--- src/rtl/tlb_search_arbiter.sv ---
// Arbitrates the shared TLB search port between IF and MEM translation requests,
// runs one search at a time and checks the returned entry against access type and PLV.
module tlb_search_arbiter #(
  parameter int STARVE_LIMIT = 4,
  parameter int ASID_W       = 10
) (
  input  logic              clk,
  input  logic              resetn,
  input  logic              if_req_valid,
  output logic              if_req_ready,
  input  logic [31:0]       if_req_vaddr,
  input  logic              mem_req_valid,
  output logic              mem_req_ready,
  input  logic [31:0]       mem_req_vaddr,
  input  logic              mem_req_wr,
  input  logic [ASID_W-1:0] csr_asid,
  input  logic [1:0]        csr_plv,
  input  logic              tlb_flush,
  output logic              s_req,
  output logic [18:0]       s_vppn,
  output logic              s_va_bit12,
  output logic [ASID_W-1:0] s_asid,
  input  logic              s_found,
  input  logic [19:0]       s_ppn,
  input  logic [5:0]        s_ps,
  input  logic [1:0]        s_plv,
  input  logic [1:0]        s_mat,
  input  logic              s_d,
  input  logic              s_v,
  output logic              resp_valid,
  input  logic              resp_ready,
  output logic              resp_id,
  output logic [19:0]       resp_pfn,
  output logic [1:0]        resp_mat,
  output logic [2:0]        resp_ecode,
  output logic [1:0]        dbg_state
);

  // Handshakes: a request is taken on the clock edge where valid && ready; ready is
  // only ever high in IDLE for the granted requester. A response is consumed on the
  // edge where resp_valid && resp_ready; fields stay frozen until then.

  localparam int CNT_W = (STARVE_LIMIT < 1) ? 1 : $clog2(STARVE_LIMIT + 1);
  localparam logic [CNT_W-1:0] CNT_MAX = CNT_W'(STARVE_LIMIT);

  localparam logic [2:0] EC_NONE = 3'd0;
  localparam logic [2:0] EC_TLBR = 3'd1;
  localparam logic [2:0] EC_PIL  = 3'd2;
  localparam logic [2:0] EC_PIS  = 3'd3;
  localparam logic [2:0] EC_PIF  = 3'd4;
  localparam logic [2:0] EC_PPI  = 3'd5;
  localparam logic [2:0] EC_PME  = 3'd6;

  typedef enum logic [1:0] {
    ST_IDLE   = 2'd0,
    ST_SEARCH = 2'd1,
    ST_CHECK  = 2'd2,
    ST_RESP   = 2'd3
  } state_t;

  state_t              state_q;
  logic [CNT_W-1:0]    starve_q, starve_d;
  logic [31:12]        vaddr_q;
  logic                id_q;
  logic                wr_q;
  logic [ASID_W-1:0]   asid_q;
  logic [1:0]          plv_q;
  logic                s_req_q;
  logic                resp_valid_q;
  logic                resp_id_q;
  logic [19:0]         pfn_q, pfn_d;
  logic [1:0]          mat_q, mat_d;
  logic [2:0]          ecode_q, ecode_d;
  logic                grant_if, grant_mem;
  logic                unused_bits;

  // Grant and starvation bookkeeping; gated by resetn so nothing is offered in reset.
  always_comb begin
    grant_if  = 1'b0;
    grant_mem = 1'b0;
    starve_d  = starve_q;
    if (state_q == ST_IDLE && resetn) begin
      if (if_req_valid && starve_q == CNT_MAX) grant_if = 1'b1;
      else if (mem_req_valid)                  grant_mem = 1'b1;
      else if (if_req_valid)                   grant_if = 1'b1;
    end
    if (grant_if) begin
      starve_d = '0;
    end else if (grant_mem) begin
      if (!if_req_valid)           starve_d = '0;
      else if (starve_q != CNT_MAX) starve_d = starve_q + CNT_W'(1);
    end
  end

  always_comb begin
    pfn_d   = (s_ps == 6'd21) ? {s_ppn[19:9], vaddr_q[20:12]} : s_ppn;
    mat_d   = s_mat;
    ecode_d = EC_NONE;
    if (!s_found) begin
      pfn_d   = '0;
      mat_d   = '0;
      ecode_d = EC_TLBR;
    end else if (!s_v) begin
      ecode_d = !id_q ? EC_PIF : (wr_q ? EC_PIS : EC_PIL);
    end else if (plv_q > s_plv) begin
      ecode_d = EC_PPI;
    end else if (wr_q && !s_d) begin
      ecode_d = EC_PME;
    end
  end

  always_ff @(posedge clk or negedge resetn) begin
    if (!resetn) begin
      state_q      <= ST_IDLE;
      starve_q     <= '0;
      vaddr_q      <= '0;
      id_q         <= 1'b0;
      wr_q         <= 1'b0;
      asid_q       <= '0;
      plv_q        <= '0;
      s_req_q      <= 1'b0;
      resp_valid_q <= 1'b0;
      resp_id_q    <= 1'b0;
      pfn_q        <= '0;
      mat_q        <= '0;
      ecode_q      <= '0;
    end else begin
      starve_q <= starve_d;
      case (state_q)
        ST_IDLE: begin
          if (grant_if || grant_mem) begin
            vaddr_q <= grant_mem ? mem_req_vaddr[31:12] : if_req_vaddr[31:12];
            id_q    <= grant_mem;
            wr_q    <= grant_mem & mem_req_wr;
            asid_q  <= csr_asid;
            plv_q   <= csr_plv;
            s_req_q <= 1'b1;
            state_q <= ST_SEARCH;
          end
        end
        ST_SEARCH: begin
          s_req_q <= 1'b0;
          state_q <= tlb_flush ? ST_IDLE : ST_CHECK;
        end
        ST_CHECK: begin
          if (tlb_flush) begin
            state_q <= ST_IDLE;
          end else begin
            resp_id_q    <= id_q;
            pfn_q        <= pfn_d;
            mat_q        <= mat_d;
            ecode_q      <= ecode_d;
            resp_valid_q <= 1'b1;
            state_q      <= ST_RESP;
          end
        end
        ST_RESP: begin
          // A flush here is ignored: the result is already committed.
          if (resp_ready) begin
            resp_valid_q <= 1'b0;
            state_q      <= ST_IDLE;
          end
        end
        default: state_q <= ST_IDLE;
      endcase
    end
  end

  assign if_req_ready  = grant_if;
  assign mem_req_ready = grant_mem;
  assign s_req         = s_req_q;
  assign s_vppn        = vaddr_q[31:13];
  assign s_va_bit12    = vaddr_q[12];
  assign s_asid        = asid_q;
  assign resp_valid    = resp_valid_q;
  assign resp_id       = resp_id_q;
  assign resp_pfn      = pfn_q;
  assign resp_mat      = mat_q;
  assign resp_ecode    = ecode_q;
  assign dbg_state     = state_q;

  assign unused_bits = ^{if_req_vaddr[11:0], mem_req_vaddr[11:0]};

endmodule

--- config.mk ---
export PLATFORM = sky130hd
export DESIGN_NAME = tlb_search_arbiter
export DESIGN_NICKNAME = d
export VERILOG_FILES = /design/src/rtl/tlb_search_arbiter.sv
export SDC_FILE = /design/constraint.sdc
export NUM_CORES = 1
export LEC_CHECK = 0
export BUFFER_PORTS_ARGS = -buffer_cell sky130_fd_sc_hd__buf_2
export CAP_MARGIN = 20
export CORE_AREA = 2 2 72 101
export DETAILED_ROUTE_END_ITERATION = 7
export DIE_AREA = 0 0 74 103
export MAX_ROUTING_LAYER = met4
export PLACE_DENSITY = 0.94
export SYNTH_ARGS = -nofsm -noshare
export SYNTH_HDL_FRONTEND = slang
export SYNTH_SLANG_ARGS = --single-unit
export TNS_END_PERCENT = 5
--- constraint.sdc ---
create_clock -name clk -period 3.9 [get_ports clk]
set_clock_uncertainty 0.05 [all_clocks]
set_input_delay 0.195 -clock clk [delete_from_list [all_inputs] [get_ports clk]]
set_output_delay 0.195 -clock clk [all_outputs]
set_load 0.005 [all_outputs]
==> out/metrics.cfg <==
[run_status]
status=finished, final reports clean

[timing]
setup_violations=0
relSlewSlack_pct=47.6
timing.fmax_ghz=0.370
maxSlewViolCount=0
rsz0062_at_grt=false
setup-tns-final_ns=0
finalCritPeriodShare_pct=69.2
hold_viol=0
min_period_ns=2.70
worst_pin_slew_ns=0.786

[clocking]
cts_max_path_buffers=2
clk_pin_slew_worst_paths_ns=0.07
numCtsBuffers=9
cts_root_buf=clkbuf_8
htreeDepth=3
tritoncts=yes
cts_setup_buffers=0
clk_latency_ns=0.33
cts.sinks=67

[final_layout]
syn_to_final_growth_pct=33.5
drive_gt1_share_pct=42.3
layout.nets=557
diodes=0
fin_area_mm2=0.00408
layout.cells.non_filler=537

[floorplanning]
rows=36
die_w_um=74
initial_core_util_pct=44.9
core_area_mm2=0.00680
pin_count=178
die_h_um=103
die_area_mm2=0.00762

[critical_path]
required_ns=3.65
crit_path_start=resetn
reg2reg_slack_ns=1.73
crit_path_end=mem_req_ready
critPathKind=primary input to output pin
reg2reg_from=dbg_state[1]
cp_max_fo=22
endpoint_kind=output pin
r2r_end=starve_q[1]
cp.arrival_ns=2.45
cp-start-kind=primary input
reg2regPathDepth=4

[logic_synthesis]
postSynthCellCount=285
synth-main-ff-cell=dfrtp_1
synth_common_cells=75 x nand2_1, 67 x dfrtp_1, 42 x o21ai_1, 29 x mux2i_1, 12 x mux2_4
ys_warn_count=0
avgSynthCellArea_um2=10.7
synth_area_leader_cell=dfrtp_1
syn-cell-area_mm2=0.00305
synth_area_leaders=dfrtp_1 55%, mux2i_1 9.5%, nand2_1 9.2%
yosysSeqAreaShare_pct=54.9
syn_nets=405
async_reset_ff_share_pct=100
synth_edf_count=0
netlist-cell-type-count=34
synth_seq_cells=67
synth_top_area_share_pct=54.9
post-synth-top-count-cell=nand2_1

[global_routing]
grt_max_degree=65
grt_util_met2_pct=31.1
top_usage_layer=met2
grt_pass1_wl_mm=10.5
antenna_found_initial=0
grt_pass1_vias=2388
grt_use_met3_pct=3.52
use_met1_pct=20.4
grt_use_total_pct=18.8
gr-total-overflow=0

[drt]
dr_total_vias=2565
first_pass_iters=6
remaining_drc_errors=0
drt_iter0_drc=54
vias_per_cell=4.78
wl_per_cell_um=13.1
wirelength_mm=7.06
ant_nets=0

[min_path]
hold_class=primary input to register
min_from=mem_req_wr

[place]
port_buffers=153
gp_congestion=0.744
dp_hpwl_mm=5.41
placedCellCount=520
place_area_mm2=0.00386

[job]
drv_cap=0

[power_and_ir_drop]
power_density_mw_per_mm2=695
power_mw=2.83
ir_worst_vdd_v=0.000339
p_leak_nw=2.36

## how the worst min path moves through the flow
stage / endpoint / slack [ns] / cells past startpoint
after floorplan: dbg_state[0] / -0.15 / 0
after global placement: s_asid[3] / -0.02 / 1
after detailed placement: s_asid[0] / -0.02 / 1
after CTS: wr_q / 0.01 / 2
after global routing: plv_q[1] / 0.02 / 2
final: wr_q / 0.03 / 2
## cell type report
class,instances,area [um^2]
well taps,95,119
inverters,10,37.5
clock inverters,1,30.0
flip-flops and latches,67,1680
fillers,577,2730
multi-input cells,193,1240
clock buffers,15,176
repair buffers,156,791
## through the flow
step / hold slack (ns) / setup WS (ns) / util (%)
floorplan: -0.151 / 2.40 / -
global placement: -0.0184 / 1.75 / 56.7
detailed placement: -0.0170 / 1.67 / 56.7
CTS: 0.0124 / 1.18 / 59.9
global route: 0.0151 / 1.05 / 59.9
finish: 0.0291 / 1.20 / 59.9
## per-layer routing
| metal | routed length (um) | part of all wire, % |
|---|---|---|
| met5 | 0 | 0 |
| met2 | 3730 | 53 |
| met4 | 190 | 2.7 |
| met3 | 336 | 4.8 |
| met1 | 2800 | 40 |
## registers in the layout (all words and copies together) (netlist names)
signal	count
dbg_state	2
id_q	1
plv_q	2
resp_ecode	3
resp_id	1
resp_mat	2
resp_pfn	20
resp_valid	1
s_asid	10
s_req	1
starve_q	3
vaddr_q	20
wr_q	1
## critical path, stage by stage
cell and delay (ns):
dlygate4sd3_1 0.52, buf_2 0.19, nor3b_2 0.40, nand3_2 0.64, inv_1 0.34, buf_2 0.16
## power breakdown
group	internal, mW	leakage [nW]	switching (mW)
clock	0.349	0.104	0.241
combinational	0.531	1.41	0.486
sequential	1.02	0.839	0.202
total	1.90	2.36	0.929
## layout by cell type, fill, tap and decap left out
| cell type | netlist | layout |
|---|---|---|
| a2111oi_2 | 1 | 1 |
| a21o_1 | 1 | 1 |
| a21oi_1 | 2 | 2 |
| a22o_1 | 1 | 1 |
| a32o_1 | 2 | 2 |
| a41oi_1 | 1 | 1 |
| and3_1 | 1 | 1 |
| buf_2 | 2 | 153 |
| buf_4 | 1 | 2 |
| bufinv_16 | 0 | 1 |
| clkbuf_1 | 6 | 3 |
| clkbuf_8 | 0 | 12 |
| dfrtp_1 | 67 | 67 |
| dlygate4sd3_1 | 0 | 1 |
| ha_1 | 4 | 4 |
| inv_1 | 9 | 9 |
| inv_2 | 1 | 1 |
| mux2_4 | 12 | 12 |
| mux2i_1 | 29 | 29 |
| nand2_1 | 75 | 75 |
| nand2_2 | 1 | 1 |
| nand2b_1 | 1 | 1 |
| nand3_1 | 3 | 3 |
| nand3_2 | 1 | 1 |
| nand3b_1 | 1 | 1 |
| nor2_1 | 2 | 2 |
| nor2b_1 | 2 | 2 |
| nor3b_2 | 1 | 1 |
| nor4bb_1 | 1 | 1 |
| o211ai_1 | 1 | 1 |
| o21ai_0 | 5 | 5 |
| o21ai_1 | 42 | 42 |
| o21ai_4 | 0 | 1 |
| o22a_1 | 1 | 1 |
| or3b_4 | 1 | 1 |
## cell families after synthesis
| kind of cell | after synthesis | synth area share, % |
|---|---|---|
| and+or+nand+nor | 90 | 12.7 |
| DFF | 67 | 54.9 |
| AOI/OAI and AO/OA | 58 | 10.8 |
| muxes | 41 | 15.4 |
| buffers and inverters | 25 | 4.55 |
| adders and majority gates | 4 | 1.64 |
## what timing repair did
item,in CTS,in global routing
resized for setup,0,0
endpoints found under the setup margin,0,0
hold buffers,1,0
endpoints found under the hold margin,3,0
Note: power is estimated with default switching activity, not from simulation.
